<file path="config.mk">
export PLATFORM = sky130hd
export DESIGN_NAME = time_display
export DESIGN_NICKNAME = d
export VERILOG_FILES = /design/src/rtl/time_display_pkg.sv /design/src/rtl/seven_seg_decode.sv /design/src/rtl/time_display.sv
export SDC_FILE = /design/constraint.sdc
export NUM_CORES = 1
export LEC_CHECK = 0
export CELL_PAD_IN_SITES_DETAIL_PLACEMENT = 1
export CELL_PAD_IN_SITES_GLOBAL_PLACEMENT = 1
export CORE_ASPECT_RATIO = 0.75
export CORE_MARGIN = 2
export CORE_UTILIZATION = 40
export DETAILED_ROUTE_END_ITERATION = 8
export GPL_TIMING_DRIVEN = 0
export HOLD_SLACK_MARGIN = 0.03
export PLACE_DENSITY = 0.74
export SYNTH_ARGS = -nofsm -noshare
export SYNTH_HDL_FRONTEND = slang
export SYNTH_SLANG_ARGS = --single-unit
</file>
<file path="constraint.sdc">
create_clock -name clk -period 6.1 [get_ports clk]
set_clock_uncertainty 0.15 [all_clocks]
set_input_delay 1.22 -clock clk [delete_from_list [all_inputs] [get_ports clk]]
set_output_delay 1.22 -clock clk [all_outputs]
set_load 0.005 [all_outputs]
</file>
<file path="src/rtl/time_display_pkg.sv">
// Shared constants for the four-digit time display: segment patterns,
// anode patterns, field limits and the tens/ones split helper.
package time_display_pkg;

  // Active-low {g,f,e,d,c,b,a}; entry [n] is digit n.
  localparam logic [9:0][6:0] SEG_DIGIT = {
    7'b0010000, // 9
    7'b0000000, // 8
    7'b1111000, // 7
    7'b0000010, // 6
    7'b0010010, // 5
    7'b0011001, // 4
    7'b0110000, // 3
    7'b0100100, // 2
    7'b1111001, // 1
    7'b1000000  // 0
  };
  localparam logic [6:0] SEG_DASH  = 7'b0111111;
  localparam logic [6:0] SEG_BLANK = 7'b1111111;

  // Entry [idx] is the active-low anode pattern; idx 0 is the leftmost digit.
  localparam logic [3:0][3:0] AN_PAT   = {4'b0111, 4'b1011, 4'b1101, 4'b1110};
  localparam logic [3:0]      AN_BLANK = 4'b1111;

  localparam logic [4:0] MAX_HOURS  = 5'd23;
  localparam logic [5:0] MAX_MINSEC = 6'd59;

  typedef struct packed {
    logic [4:0] hours;
    logic [5:0] minutes;
    logic [5:0] seconds;
    logic       show_sec;
  } snap_t;

  function automatic logic [3:0] tens_of(input logic [5:0] v);
    if      (v >= 6'd60) return 4'd6;
    else if (v >= 6'd50) return 4'd5;
    else if (v >= 6'd40) return 4'd4;
    else if (v >= 6'd30) return 4'd3;
    else if (v >= 6'd20) return 4'd2;
    else if (v >= 6'd10) return 4'd1;
    else                 return 4'd0;
  endfunction

  function automatic logic [3:0] ones_of(input logic [5:0] v);
    logic [5:0] t6;
    t6 = {2'b00, tens_of(v)};
    return 4'(v - t6 * 6'd10);
  endfunction

endpackage

</file>
<file path="src/rtl/seven_seg_decode.sv">
// Combinational digit-to-segment decoder; dash flag overrides the digit.
module seven_seg_decode
  import time_display_pkg::*;
(
  input  logic [3:0] i_digit,
  input  logic       i_dash,
  output logic [6:0] o_seg
);

  always_comb begin
    o_seg = SEG_BLANK;
    if (i_dash)
      o_seg = SEG_DASH;
    else if (i_digit <= 4'd9)
      o_seg = SEG_DIGIT[i_digit];
  end

endmodule

</file>
<file path="src/rtl/time_display.sv">
// Four-digit multiplexed seven-segment time display with a per-frame
// snapshot of hours/minutes/seconds.
module time_display
  import time_display_pkg::*;
#(
  parameter int SCAN_DIV = 50000
) (
  input  logic       clk,
  input  logic       reset,
  input  logic [4:0] hours,
  input  logic [5:0] minutes,
  input  logic [5:0] seconds,
  input  logic       show_seconds,
  output logic [3:0] an,
  output logic [6:0] seg,
  output logic       dp
);

  localparam int             PW      = $clog2(SCAN_DIV);
  localparam logic [PW-1:0]  PRE_MAX = PW'(SCAN_DIV - 1);

  logic [PW-1:0] r_pre;
  logic [1:0]    r_idx;
  logic          r_active;
  snap_t         r_snap;
  logic [3:0]    r_an;
  logic [6:0]    r_seg;
  logic          r_dp;

  logic       w_tick, w_frame;
  logic [1:0] w_idx_nxt;
  snap_t      w_snap_nxt;
  logic [5:0] w_left, w_right, w_val;
  logic       w_left_bad, w_right_bad, w_dash;
  logic [3:0] w_digit;
  logic [6:0] w_seg;
  logic       w_dp_nxt;

  assign w_tick     = (r_pre == PRE_MAX);
  assign w_frame    = w_tick && (r_idx == 2'd3);
  assign w_idx_nxt  = r_idx + 2'd1;
  assign w_snap_nxt = w_frame ? snap_t'({hours, minutes, seconds, show_seconds}) : r_snap;

  // Outputs are computed from the post-edge idx and snapshot so a fresh
  // capture is already visible on digit 0 of the new frame.
  assign w_left      = w_snap_nxt.show_sec ? w_snap_nxt.minutes : {1'b0, w_snap_nxt.hours};
  assign w_left_bad  = w_snap_nxt.show_sec ? (w_snap_nxt.minutes > MAX_MINSEC)
                                           : (w_snap_nxt.hours > MAX_HOURS);
  assign w_right     = w_snap_nxt.show_sec ? w_snap_nxt.seconds : w_snap_nxt.minutes;
  assign w_right_bad = (w_right > MAX_MINSEC);

  assign w_val   = w_idx_nxt[1] ? w_right : w_left;
  assign w_dash  = w_idx_nxt[1] ? w_right_bad : w_left_bad;
  assign w_digit = w_idx_nxt[0] ? ones_of(w_val) : tens_of(w_val);

  seven_seg_decode u_dec (
    .i_digit (w_digit),
    .i_dash  (w_dash),
    .o_seg   (w_seg)
  );

  assign w_dp_nxt = !((w_idx_nxt == 2'd1) && !w_snap_nxt.seconds[0]);

  always_ff @(posedge clk or posedge reset) begin
    if (reset) begin
      r_pre    <= '0;
      r_idx    <= 2'd3;
      r_active <= 1'b0;
      r_snap   <= '0;
      r_an     <= AN_BLANK;
      r_seg    <= SEG_BLANK;
      r_dp     <= 1'b1;
    end else begin
      r_pre <= w_tick ? '0 : r_pre + PW'(1);
      if (w_tick) begin
        r_idx  <= w_idx_nxt;
        r_snap <= w_snap_nxt;
        if (w_frame)
          r_active <= 1'b1;
        if (w_frame || r_active) begin
          r_an  <= AN_PAT[w_idx_nxt];
          r_seg <= w_seg;
          r_dp  <= w_dp_nxt;
        end
      end
    end
  end

  assign an  = r_an;
  assign seg = r_seg;
  assign dp  = r_dp;

endmodule

</file>
==> results of run 1 <==
critical path: stages, from the launching register on:
cell	delay [ps]
dfstp_2	570
clkbuf_1	470
inv_1	260
ha_1	360
buf_2	240
clkbuf_1	410
a22oi_1	140
mux2i_1	430
and2_1	260
a211o_1	140
o211ai_1	110
and2_1	220
ha_1	200
fa_1	530
nor2_1	70
a31oi_2	380
mux2_2	410
o21ai_0	110
a21oi_1	110
metrics by stage:
step           power [W]   util  instances
2_1_floorplan   0.000343      -        312
4_1_cts         0.000563  0.488        452
5_1_grt         0.000579  0.488        452
3_5_place_dp    0.000363  0.476        444
3_3_place_gp    0.000361  0.474        443
6_report        0.000557  0.488        452
final cells by class:
cell class / instances / share of cell area
inverter: 16 / 0.0166
timing repair buffer: 31 / 0.0883
clock inverter: 2 / 0.00379
tap: 101 / 0.0348
clock buffer: 6 / 0.0200
sequential: 49 / 0.343
buffer: 14 / 0.0210
multi-input combinational: 233 / 0.473
logic make-up after synthesis:
logic type,synth area share
and+or+nand+nor,0.195
DFF,0.402
buffers and inverters,0.0441
muxes,0.121
AOI/OAI and AO/OA,0.143
xor gates and xnor gates,0.0396
adders and majority gates,0.0550
power by group through the flow:
stage	registers [W]	clock network, W	logic, W
6_report	0.000325	0.000201	0.0000312
5_1_grt	0.000325	0.000219	0.0000351
4_1_cts	0.000325	0.000206	0.0000321
3_5_place_dp	0.000331	0	0.0000319
3_3_place_gp	0.000331	0	0.0000297
2_1_floorplan	0.000331	0	0.0000121
sequential cells by signal (all words and copies together), names as in the netlist:
register	count
r_idx	2
r_pre	16
an	4
r_active	1
r_snap	18
seg	7
dp	1
cells in the final DEF, fill, tap and decap left out, drive strengths merged, types with 2 or more instances in the layout:
master and count:
a2111oi 4, a211o 2, a21oi 24, a22oi 2
a31o 2, a31oi 6, and2 4, and3 2
and4 3, buf 12, clkbuf 9, clkdlybuf4s50 30
dfrtp 35, dfstp 14, ha 12, inv 17
mux2 17, mux2i 18, nand2 21, nand2b 3
nand3 12, nand4 6, nor2 29, nor2b 6
nor3 5, nor4bb 2, o211ai 4, o21ai 10
o31ai 2, or2 5, or3 3, xnor2 8
xor2 6
worst paths after layout:
check / start / endpoint / slack (ps)
min: r_pre[0] / r_pre[0] / 320
min in group asynchronous: reset / r_pre[11] / 990
max reg2reg: r_idx[0] / seg[0] / 440
max: r_idx[0] / seg[0] / 440
max in group asynchronous: reset / seg[1] / 4240
min reg2reg: r_pre[0] / r_pre[0] / 320
metal layers:
layer  part of all wire  vias to the layer above  wire [µm]
li1                   -                     1182          -
met1               0.51                     1233       4100
met2               0.46                       25       3740
met3              0.021                        5        167
met4             0.0084                        0         68
met5                  0                        -          0
==> flow_metrics.py, run 1 <==
metrics = {
    "sta": {
        "rsz0062_at_grt": "false",
        "hold_ws_ps": 323,
        "fin_crit_ps": 5660,
        "worstMarginPinSlew_ps": 685,
        "fin_tns_setup_ps": 0,
        "maxSlewViolCount": 0,
        "fmax_ghz": 0.177,
        "setup_ws_ps": 437,
        "setup_viol": 0,
        "fin_crit_sh": 0.928,
        "max_slew_margin": 0.539,
        "finalHoldViolCount": 0,
    },
    "drt": {
        "drt_wl_total_mm": 8.07,
        "ant_nets": 0,
        "vias": 2445,
        "dr.pass1.iters": 4,
        "vias_per_cell": 5.41,
        "post_drt_wl_per_cell_um": 17.9,
        "drc_errors": 0,
        "first_iter_violations": 106,
    },
    "synthesis": {
        "synth_warnings": 0,
        "synthTopCellsByArea": "dfrtp_1, dfstp_2, mux2_2, mux2i_1, ha_1",
        "avgSynthCellArea_um2": 9.92,
        "yosys_register_bits": 49,
        "ys_types": 59,
        "synth_area_um2": 3090,
        "syn_nets": 345,
        "synth_most_common_cell": "dfrtp_1",
        "synth_top_cell_by_area": "dfrtp_1",
        "synth_common_cells": "dfrtp_1, nor2_1, a21oi_1",
        "synth_ff_type": "dfrtp_1",
        "synth_cells": 312,
        "synth_top_area_frac": 0.283,
        "async_flop_share": 1.00,
        "synth_edf_count": 0,
        "synth_seq_area_share": 0.402,
    },
    "global_route": {
        "track_usage": 0.202,
        "antenna_found_initial": 0,
        "grt_start_max_net_pins": 40,
        "globalRouteMet2Util": 0.334,
        "grt_pass1_vias": 2623,
        "grt.busiest_layer": "met2",
        "met1_usage": 0.281,
        "use_met3": 0.0317,
        "grt_pass1_wl_mm": 13.4,
        "grt_overflow_total": 0,
    },
    "cts": {
        "h-tree-depth": 2,
        "cts.reportedPaths.clkPinSlew_ps": 90,
        "cts_tree": "yes",
        "clkLatencyLatePin_ps": 310,
        "hold_buffers": 0,
        "cts_setup_buffers": 0,
        "clk_path_buf_depth": 2,
        "cts_sinks": 49,
        "ctsResizeCount": 0,
        "cts_root_buf": "clkbuf_8",
        "cts_inserted_buffers": 5,
    },
    "pwr": {
        "pwr-share-comb": 0.056,
        "netSwitchingPower_w": 0.000134,
        "pwr-share-seq": 0.584,
        "p_leak_nw": 1.54,
        "p_clk_frac": 0.360,
        "p_int_w": 0.000423,
        "vdd.ir_drop.worst_mv": 0.0755,
        "power.density_nw_per_um2": 154,
        "swShare": 0.241,
    },
    "placed_design": {
        "hpwl_mm": 6.12,
        "portBuffers": 30,
        "pre_cts_slack_ps": 547,
        "place.gp.congestion": 0.861,
        "place_area_um2": 3540,
    },
    "worst_setup_path": {
        "required_ps": 6180,
        "r2r_cells": 18,
        "critical_path_class": "flip-flop to flip-flop",
        "cp-end-kind": "flip-flop",
        "cp-start-kind": "flip-flop",
        "cp_max_fo": 10,
        "arrival_ps": 5750,
    },
    "layout": {
        "final_nets": 383,
        "final_area_um2": 3630,
        "nFillCells": 848,
        "drive_gt1_frac": 0.197,
        "diodes": 0,
        "seqCellArea_um2": 1240,
        "multi_input_area_um2": 1710,
        "area_growth_pct": 17.2,
    },
    "status": {
        "status": "finished, final reports clean",
    },
    "job": {
        "max_cap_violations": 0,
    },
    "worst_hold_path": {
        "hold_path_class": "flip-flop to flip-flop",
        "whs_path_depth": 1,
    },
    "die": {
        "die_w_um": 106,
        "ioPinCount": 32,
        "die_h_um": 80.2,
        "core-area_um2": 7430,
        "dieArea_um2": 8460,
        "rows": 27,
        "initial_utilization": 0.416,
    },
}
Note: power is estimated with default switching activity, not from simulation.
==> run 2, diff against run 1 <==
--- a/config.mk
+++ b/config.mk
@@ -10,10 +10,12 @@
 export CORE_ASPECT_RATIO = 0.75
 export CORE_MARGIN = 2
 export CORE_UTILIZATION = 40
+export CTS_BUF_LIST = sky130_fd_sc_hd__clkbuf_4 sky130_fd_sc_hd__clkbuf_8
 export DETAILED_ROUTE_END_ITERATION = 8
 export GPL_TIMING_DRIVEN = 0
 export HOLD_SLACK_MARGIN = 0.03
-export PLACE_DENSITY = 0.74
+export PLACE_DENSITY = 0.75
 export SYNTH_ARGS = -nofsm -noshare
 export SYNTH_HDL_FRONTEND = slang
+export SYNTH_HIERARCHICAL = 1
 export SYNTH_SLANG_ARGS = --single-unit
==> run 2 against run 1 <==
Global-route usage about the same. Wire length decreased by 6.1%. Flip-flop and latch count unchanged. Worst hold slack got worse by 11 ps. Register-to-register slack improved by 750 ps. Power increased by 8.9%. Final cell count increased by 3.8%. Non-clock buffer count decreased by 1. Critical endpoint is now seg[5]. Highest routed layer unchanged.
==> flow_metrics.py, run 2 <==
metrics = {
    "worst_setup_path": {
        "crit_family": "multiplexers",
        "crit_chain": "inv_1, ha_1, buf_2, buf_2, buf_2, mux2i_1, mux2i_1, mux2i_1, inv_1, o22a_1, ha_1, fa_1, nor2b_1, mux2_2, a21oi_1, nor3_1, a21oi_1, nand2_1, nand2_1",
        "crit_start": "r_idx[0]",
        "path_depth": 19,
        "endpoint": "seg[5]",
        "r2r_slack_ps": 1180,
        "cp-end-kind": "flip-flop",
        "arrival_ps": 5020,
        "required_ps": 6200,
        "cp-start-kind": "flip-flop",
        "r2r-start": "r_idx[0]",
        "critical_path_class": "flip-flop to flip-flop",
        "cp_max_fo": 10,
        "r2r_cells": 19,
        "crit_buf_inv": 5,
        "reg2reg_to": "seg[5]",
        "slowest_delay_ps": 610,
        "slowest_stage": "dfstp_2",
    },
    "placed_design": {
        "hpwl_mm": 5.65,
        "portBuffers": 30,
        "pre_cts_slack_ps": 947,
        "place_area_um2": 3450,
        "place.gp.congestion": 0.878,
    },
    "cts": {
        "cts_root_buf": "clkbuf_8",
        "hold_buffers": 0,
        "clkLatencyLatePin_ps": 300,
        "cts_tree": "yes",
        "cts_sinks": 49,
        "cts_inserted_buffers": 5,
        "cts_setup_buffers": 0,
        "h-tree-depth": 2,
        "clk_path_buf_depth": 2,
        "cts.reportedPaths.clkPinSlew_ps": 90,
        "ctsResizeCount": 0,
    },
    "drt": {
        "drc_errors": 0,
        "dr.pass1.iters": 4,
        "vias": 2476,
        "ant_nets": 0,
        "drt_wl_total_mm": 7.58,
        "vias_per_cell": 5.28,
        "post_drt_wl_per_cell_um": 16.2,
        "first_iter_violations": 118,
    },
    "synthesis": {
        "synth_cells": 329,
        "ys_types": 49,
        "yosys_register_bits": 49,
        "synth_top_area_frac": 0.292,
        "synth_ff_type": "dfrtp_1",
        "async_flop_share": 1.00,
        "avgSynthCellArea_um2": 9.13,
        "syn_nets": 361,
        "synth_area_um2": 3000,
        "synthTopCellsByArea": "dfrtp_1, dfstp_2, nand2_1, mux2i_1, ha_1",
        "synth_top_cell_by_area": "dfrtp_1",
        "synth_seq_area_share": 0.414,
        "synth_edf_count": 0,
        "synth_warnings": 6,
        "synth_common_cells": "nand2_1, dfrtp_1, mux2i_1",
        "synth_most_common_cell": "nand2_1",
    },
    "pwr": {
        "power.density_nw_per_um2": 170,
        "p_leak_nw": 1.52,
        "vdd.ir_drop.worst_mv": 0.0926,
    },
    "global_route": {
        "grt_start_max_net_pins": 40,
        "antenna_found_initial": 0,
        "grt_pass1_wl_mm": 13.3,
        "grt_pass1_vias": 2677,
        "grt_overflow_total": 0,
        "track_usage": 0.203,
    },
    "sta": {
        "setup_viol": 0,
        "fin_crit_ps": 4920,
        "maxSlewViolCount": 0,
        "rsz0062_at_grt": "false",
        "setup_ws_ps": 1180,
        "fin_tns_setup_ps": 0,
        "max_slew_margin": 0.498,
        "worstMarginPinSlew_ps": 732,
        "fmax_ghz": 0.203,
        "finalHoldViolCount": 0,
        "fin_crit_sh": 0.806,
    },
    "layout": {
        "drive_gt1_frac": 0.125,
        "largest-register": "r_snap",
        "diodes": 0,
        "layout_commonest_cell": "nand2_1",
        "area_growth_pct": 18.9,
        "final_area_um2": 3570,
        "final_nets": 399,
        "final_cell_mix": "nand2_1, dfrtp_1, clkdlybuf4s50_1",
        "largest_reg_flops": 18,
    },
    "die": {
        "die_h_um": 79.0,
        "rows": 27,
        "ioPinCount": 32,
        "initial_utilization": 0.412,
        "dieArea_um2": 8220,
        "die_w_um": 104,
        "core-area_um2": 7300,
    },
    "worst_hold_path": {
        "hold_path_class": "flip-flop to flip-flop",
    },
    "job": {
        "max_cap_violations": 0,
    },
    "status": {
        "status": "finished, final reports clean",
    },
}
==> run 2: worst min path at each step <==
stage / from / to / slack [ps] / cells past startpoint
global placement: seg[3] / seg[3] / 290 / 2
floorplan: r_snap[15] / r_snap[15] / 280 / 2
detailed placement: seg[6] / seg[6] / 300 / 2
global route: seg[4] / seg[4] / 340 / 2
finish: seg[6] / seg[6] / 310 / 2
CTS: seg[6] / seg[6] / 320 / 2
==> run 2: per-layer routing <==
metal | up-vias | GRT usage | routed length (µm)
met5 | - | 0 | 0
met4 | 0 | 0.0419 | 47
met3 | 5 | 0.0320 | 214
met2 | 30 | 0.347 | 3500
met1 | 1231 | 0.274 | 3810
li1 | 1210 | - | -
==> run 2: through the flow <==
stage               utilization  hold WS (ps)  power, W  cells
floorplan                     -           282  0.000341    329
global placement          0.470           294  0.000359    460
detailed placement        0.473           301  0.000362    461
CTS                       0.489           316  0.000618    469
global route              0.489           339  0.000634    469
finish                    0.489           312  0.000607    469
==> run 2: report_power, final <==
| group | switching, W | internal [W] | total (W) |
|---|---|---|---|
| sequential | 0 | 0.000325 | 0.000325 |
| clock | 0.000113 | 0.000138 | 0.000251 |
| combinational | 0.0000153 | 0.0000151 | 0.0000304 |
==> run 2: area by class of cell <==
cell class                      instances  area, µm²
Buffer                                 13       67.6
Sequential cell                        49       1240
Timing Repair Buffer                   31        320
Fill cell                             866       3730
Clock buffer                            7       90.1
Inverter                               13       48.8
Clock inverter                          1       30.0
Tap cell                              101        126
Multi-Input combinational cell        254       1640
==> run 2: kinds of logic after synthesis <==
family                     share of synthesized area
and+or+nand+nor                                0.224
muxes                                          0.107
adders and majority gates                     0.0525
buffers and inverters                         0.0387
DFF                                            0.414
xor gates and xnor gates                      0.0437
AOI/OAI and AO/OA                              0.120
==> run 2: worst reg2reg max path, cell delays in order, from the launching register on <==
cell,delay [ps]
dfstp_2,610
inv_1,140
ha_1,300
buf_2,180
buf_2,310
buf_2,320
mux2i_1,230
mux2i_1,130
mux2i_1,520
inv_1,110
o22a_1,220
ha_1,200
fa_1,380
nor2b_1,140
mux2_2,340
a21oi_1,200
nor3_1,60
a21oi_1,160
nand2_1,70
nand2_1,70
